--- src/rtl/hazard_stall_unit.sv ---
// Front-end stall/flush control beside ID: load-use stall, taken-branch flush, MDU EX occupancy.
// Optional stall-cycle performance counter enabled by defining STALL_PERF_CNT_EN.
module hazard_stall_unit #(
  parameter int unsigned MDU_LATENCY = 4,
  parameter int unsigned CNT_W       = 4
) (
  input  logic        clk,
  input  logic        rst,
  input  logic [4:0]  RS1_IFID,
  input  logic [4:0]  RS2_IFID,
  input  logic        use_rs1_IFID,
  input  logic        use_rs2_IFID,
  input  logic [4:0]  RD_IDEX,
  input  logic        memRead_IDEX,
  input  logic        mdu_start_IDEX,
  input  logic        branch_taken_EX,
  output logic        pc_write,
  output logic        ifid_write,
  output logic        ifid_flush,
  output logic        idex_bubble,
  output logic        idex_hold,
  output logic        mdu_busy,
  output logic [15:0] stall_cycles
);

  localparam int unsigned PERF_W = 16;

  typedef enum logic {
    RUN,
    MDU_BUSY
  } state_t;

  state_t           state_q, state_d;
  logic [CNT_W-1:0] cnt_q, cnt_d;
  logic             load_use_hit_c;

  // A load in EX whose nonzero destination feeds a source the ID instruction actually reads.
  assign load_use_hit_c = memRead_IDEX && (RD_IDEX != 5'd0) &&
                          ((use_rs1_IFID && (RS1_IFID == RD_IDEX)) ||
                           (use_rs2_IFID && (RS2_IFID == RD_IDEX)));

  always_ff @(posedge clk or posedge rst) begin
    if (rst) begin
      state_q <= RUN;
      cnt_q   <= '0;
    end else begin
      state_q <= state_d;
      cnt_q   <= cnt_d;
    end
  end

  // Mealy decode; the MDU owns EX, so it outranks branch flush, which outranks load-use.
  always_comb begin
    state_d     = state_q;
    cnt_d       = cnt_q;
    pc_write    = 1'b1;
    ifid_write  = 1'b1;
    ifid_flush  = 1'b0;
    idex_bubble = 1'b0;
    idex_hold   = 1'b0;
    mdu_busy    = 1'b0;
    if (!rst) begin
      if ((state_q == MDU_BUSY) || mdu_start_IDEX) begin
        pc_write   = 1'b0;
        ifid_write = 1'b0;
        idex_hold  = 1'b1;
        mdu_busy   = 1'b1;
        if (state_q == RUN) begin
          state_d = MDU_BUSY;
          cnt_d   = CNT_W'(MDU_LATENCY - 2);
        end else if (cnt_q == '0) begin
          state_d = RUN;
        end else begin
          cnt_d = cnt_q - CNT_W'(1);
        end
      end else if (branch_taken_EX) begin
        ifid_flush  = 1'b1;
        idex_bubble = 1'b1;
      end else if (load_use_hit_c) begin
        pc_write    = 1'b0;
        ifid_write  = 1'b0;
        idex_bubble = 1'b1;
      end
    end
  end

`ifdef STALL_PERF_CNT_EN
  logic [PERF_W-1:0] stall_q;

  // Saturating count of edges on which the PC was held.
  always_ff @(posedge clk or posedge rst) begin
    if (rst) begin
      stall_q <= '0;
    end else if (!pc_write && (stall_q != '1)) begin
      stall_q <= stall_q + PERF_W'(1);
    end
  end

  assign stall_cycles = stall_q;
`else
  assign stall_cycles = PERF_W'(0);
`endif

endmodule
--- config.mk ---
export PLATFORM = sky130hd
export DESIGN_NAME = hazard_stall_unit
export DESIGN_NICKNAME = d
export VERILOG_FILES = /design/src/rtl/hazard_stall_unit.sv
export SDC_FILE = /design/constraint.sdc
export NUM_CORES = 1
export LEC_CHECK = 0
export CAP_MARGIN = 5
export CORE_AREA = 3 3 45 47
export DETAILED_ROUTE_END_ITERATION = 16
export DIE_AREA = 0 0 48 50
export HOLD_SLACK_MARGIN = 0.15
export PLACE_DENSITY = 0.79
export SYNTH_ARGS = -nofsm -noshare
export SYNTH_HDL_FRONTEND = slang
export SYNTH_SLANG_ARGS = --single-unit
--- constraint.sdc ---
create_clock -name clk -period 4.88 [get_ports clk]
set_input_delay 1.22 -clock clk [delete_from_list [all_inputs] [get_ports clk]]
set_output_delay 1.22 -clock clk [all_outputs]
set_load 0.1 [all_outputs]
# Word-level counts from Yosys, hierarchy flattened
# Index checks and enable logic that the tools add are counted.
# totals
regBits	5
wordCells	34
in_bits	22
# op_classes
mux	17
bitwise_logic	1
reduce_logical	10
eq_ne	3
n_addsub	1
# ops
operator	n
1-bit two-way mux	15
5-bit == test	2
4-bit two-way mux	2
5-bit nonzero test	1
1-bit logical AND	4
4-bit logical NOT	1
4-bit by 1-bit subtractor with 4-bit output (second input constant)	1
3-bit AND reduction	1
1-bit logical OR	2
2-bit != test (second input constant)	1
2-bit AND reduction	1
1-bit inverter	1

# Longest topological paths before layout
# Gate-level depths: netlist (run 1).
# logic_depth
ltp_word	8
depth_mapped	6
depth_no_buf	6

# Worst setup path after synthesis (run 1)
# Ideal clock, no wire load.
# synth_timing
path_kind	in2out
startpoint	input port mdu_start_IDEX
endpoint	output port pc_write
stages	4
arrival_ns	4.116
required_time_ns	3.660
slack_ns	-0.456
n_path_buf	1
cell_sequence	o21bai_1 inv_1 a21oi_1 buf_4
# synth_via
elab_chain_len	3
# synth_lines
element	line_no	text
from (decl)	15	input logic mdu_start_IDEX,
1-bit logical OR	63	if ((state_q == MDU_BUSY) || mdu_start_IDEX) begin
1-bit two-way mux (2 in a row)	-	
to (decl)	17	output logic pc_write,
# Every way passes these cells.

# Worst setup path after layout (run 1)
# layout_timing
startpoint	input port RD_IDEX[2]
endpoint	output port ifid_write
# layout_via
elab_chain_len	8
word_cells_on_any_way	12
# layout_lines
element	line_no	text
from (decl)	13	input logic [4:0] RD_IDEX,
5-bit == test, on equally long branches	39, 40	
1-bit logical AND, on equally long branches	39, 40	
1-bit logical OR	39	((use_rs1_IFID && (RS1_IFID == RD_IDEX)) ||
1-bit logical AND *	38	assign load_use_hit_c = memRead_IDEX && (RD_IDEX != 5'd0) &&
1-bit two-way mux *	79	end else if (load_use_hit_c) begin
1-bit two-way mux *	76	end else if (branch_taken_EX) begin
1-bit two-way mux *	63	
1-bit two-way mux *	62	if (!rst) begin
to (decl)	18	output logic ifid_write,
# Every way passes the cells marked *; elsewhere a longest branch is shown, timed or not.

==> flow_metrics.env, run 1 <==
export IMPL_irDropWorstVdd_v=0.0001260
export IMPL_grt_setup_unrepaired="no"
export IMPL_min_period_ps=4148
export IMPL_final_common_cell="clkdlybuf4s50_1"
export IMPL_cts_made_buffers=3
export IMPL_crit_required_ps=3660
export IMPL_start_kind="input port"
export IMPL_postCtsResizedCells=0
export IMPL_cts_root_buf="clkbuf_4"
export IMPL_synthCells=71
export IMPL_swShare_pct=52.61
export IMPL_cpPeakStageDelay_ps=540
export IMPL_wirelength_um=1168
export IMPL_coreArea_um2=1689
export IMPL_max_freq_ghz=0.2411
export IMPL_cts_tree="built"
export IMPL_dieArea_um2=2400
export IMPL_hold_viol=0
export IMPL_cp_data_arrival_time_ps=2930
export IMPL_vias_per_cell=4.522
export IMPL_initial_core_util_pct=33.41
export IMPL_fin_util_pct=47.93
export IMPL_fp_row_count=15
export IMPL_wl_per_cell_um=10.16
export IMPL_setup_tns_ps=0
export IMPL_synth_seq_cells=5
export IMPL_cp_end_kind="output port"
export IMPL_nFillCells=174
export IMPL_antenna_left=0
export IMPL_drc=0
export IMPL_gr_total_overflow=0
export IMPL_synth_avg_cell_area_um2=7.948
export IMPL_grt_pass1_vias=520
export IMPL_die_y_um=50
export IMPL_cp_max_fo=3
export IMPL_clk_path_buf_depth=2
export IMPL_diodes=0
export IMPL_final_nets=122
export IMPL_multi_input_area_um2=334.1
export IMPL_post_cts_setup_buffers=0
export IMPL_power_frac_seq_pct=23.4
export IMPL_clockPowerShare_pct=15.5
export IMPL_netlist_area_um2=564.3
export IMPL_fin_crit_sh_pct=85.00
export IMPL_yosys_warnings=0
export IMPL_hold_class="flip-flop to flip-flop"
export IMPL_ys_seq_area_share_pct=22.17
export IMPL_fin_area_um2=809.5
export IMPL_drt_iter0_drc=3
export IMPL_cap_violations=0
export IMPL_gp_congestion=0.7167
export IMPL_power_density_nw_per_um2=370.5
export IMPL_power_switching_w=0.0001578
export IMPL_area_delta_synth_final_pct=43.46
export IMPL_place_area_um2=783.3
export IMPL_cts_sinks=5
export IMPL_crit_slowest_cell="or4_1"
export IMPL_port_buffers=27
export IMPL_dieWidth_um=48
export IMPL_final_max_slew_viol_count=0
export IMPL_grt_pass1_wl_um=1904
export IMPL_p_int_w=0.0001421
export IMPL_first_pass_iters=4
export IMPL_comb_power_share_pct=61.1
export IMPL_vias=520
export IMPL_drive_gt1_share_pct=11.22
export IMPL_fin_worst_skew_ps=3.611
export IMPL_grt_usage_pct=11.11
export IMPL_clkTransAtPathRegs_ps=40
export IMPL_seq_area_um2=125.1
export IMPL_status="completed"
export IMPL_setup_viol=0
export IMPL_final_cell_mix="clkdlybuf4s50_1, conb_1, xnor2_1, inv_1"
export IMPL_p_leak_nw=0.3681
export IMPL_synth_cell_type_count=24
export IMPL_crit_path_cell_trace="clkdlybuf4s50_1 > or4_1 > o21ai_2 > nor3_1 > a21oi_2 > buf_12"
export IMPL_dp_hpwl_um=1047
export IMPL_ios=44
export IMPL_grt_max_degree=9
export IMPL_crit_type="input port to output port"
export IMPL_antenna_found_initial=0
export IMPL_cts_hold_fix_buffers=0
export IMPL_clk_latency_ps=240
export IMPL_cts_max_level=1
-- flip-flops by register name, summed over array words and instances (netlist names) --
| signal | cells |
|---|---|
| state_q | 1 |
| cnt_q | 4 |
-- Yosys cell counts --
cell | instances | area share (%)
inv_1 | 6 | 4.0
and2b_1 | 1 | 1.3
buf_4 | 19 | 25
a21oi_1 | 1 | 0.89
nor3_1 | 2 | 1.8
o21bai_1 | 1 | 1.3
a31o_1 | 1 | 1.6
nand4_1 | 2 | 2.2
ha_1 | 1 | 2.2
nand2_1 | 3 | 2.0
o22ai_1 | 2 | 2.2
and3_1 | 1 | 1.1
nand3_1 | 1 | 0.89
a21o_1 | 1 | 1.3
o21ai_2 | 1 | 1.6
a31oi_1 | 3 | 3.3
o21ai_0 | 1 | 0.89
dfrtp_1 | 5 | 22
a22o_1 | 1 | 1.6
xnor2_1 | 10 | 16
nor2_1 | 5 | 3.3
and4_1 | 1 | 1.6
or4_1 | 1 | 1.3
conb_1 | 1 | 0.66
-- worst paths after layout --
check | cells past startpoint | slack, ps | endpoint | startpoint
worst max-delay path | 6 | 730 | ifid_write | RD_IDEX[2]
worst min-delay path | 1 | 560 | cnt_q[2] | cnt_q[2]
worst max register to register | 6 | 3250 | cnt_q[3] | cnt_q[0]
worst min register to register | 1 | 560 | cnt_q[2] | cnt_q[2]
max in group asynchronous | 2 | 3370 | cnt_q[3] | rst
min in group asynchronous | 2 | 1320 | state_q | rst
-- worst max-delay path: cells and delay by family --
family	cells	cell delay [ps]
simple gates	2	610
buf+inv	2	690
compound gates	2	400
-- cell families (layout without fill, tap and decap cells) --
| logic type | Yosys count | in the layout | synth area share [%] |
|---|---|---|---|
| xor+xnor | 10 | 10 | 15.52 |
| compound gates | 12 | 12 | 14.63 |
| buf+inv | 25 | 37 | 29.27 |
| fa+ha+maj | 1 | 1 | 2.217 |
| flops | 5 | 5 | 22.17 |
| simple gates | 17 | 17 | 15.52 |
| other cells | 1 | 16 | 0.6646 |
-- power groups by stage --
stage,logic [W],clock network [W],registers [W]
after floorplan,0.000158,0,0.0000643
after global placement,0.000179,0,0.0000694
after detailed placement,0.000183,0,0.0000703
after CTS,0.000184,0.0000496,0.0000697
after global routing,0.000197,0.0000522,0.0000732
final,0.000183,0.0000465,0.0000701
-- cell type report --
cell class / count / area share, %
timing repair buffer: 27 / 34.62
inverter: 6 / 2.782
multi-input combinational: 56 / 41.27
tap: 17 / 2.628
clock buffer: 4 / 3.246
sequential: 5 / 15.46
-- stage by stage --
| stage | hold slack, ps | power, W | worst slack, ps | cells |
|---|---|---|---|---|
| after floorplan | 512.0 | 0.0002228 | 241.9 | 86 |
| after global placement | 530.1 | 0.0002486 | 746.0 | 111 |
| after detailed placement | 549.9 | 0.0002536 | 723.8 | 111 |
| after CTS | 559.4 | 0.0003033 | 723.8 | 115 |
| after global routing | 613.1 | 0.0003226 | 651.6 | 115 |
| final | 561.5 | 0.0003000 | 731.9 | 115 |
-- per-layer routing --
layer	track usage [%]	vias to the layer above	part of all wire, %
li1	-	258	-
met1	9.692	232	35
met2	19.16	30	53
met3	6.204	0	13
met4	5.381	0	0
met5	0	-	0
No activity file was read; power rests on OpenSTA's default activity.
==> inputs of run 2 (changes only) <==
Settings changed: CAP_MARGIN 5 to 20.
==> results of run 2 <==
Same layout as run 1: the final DEF is identical, and so are final timing and power.
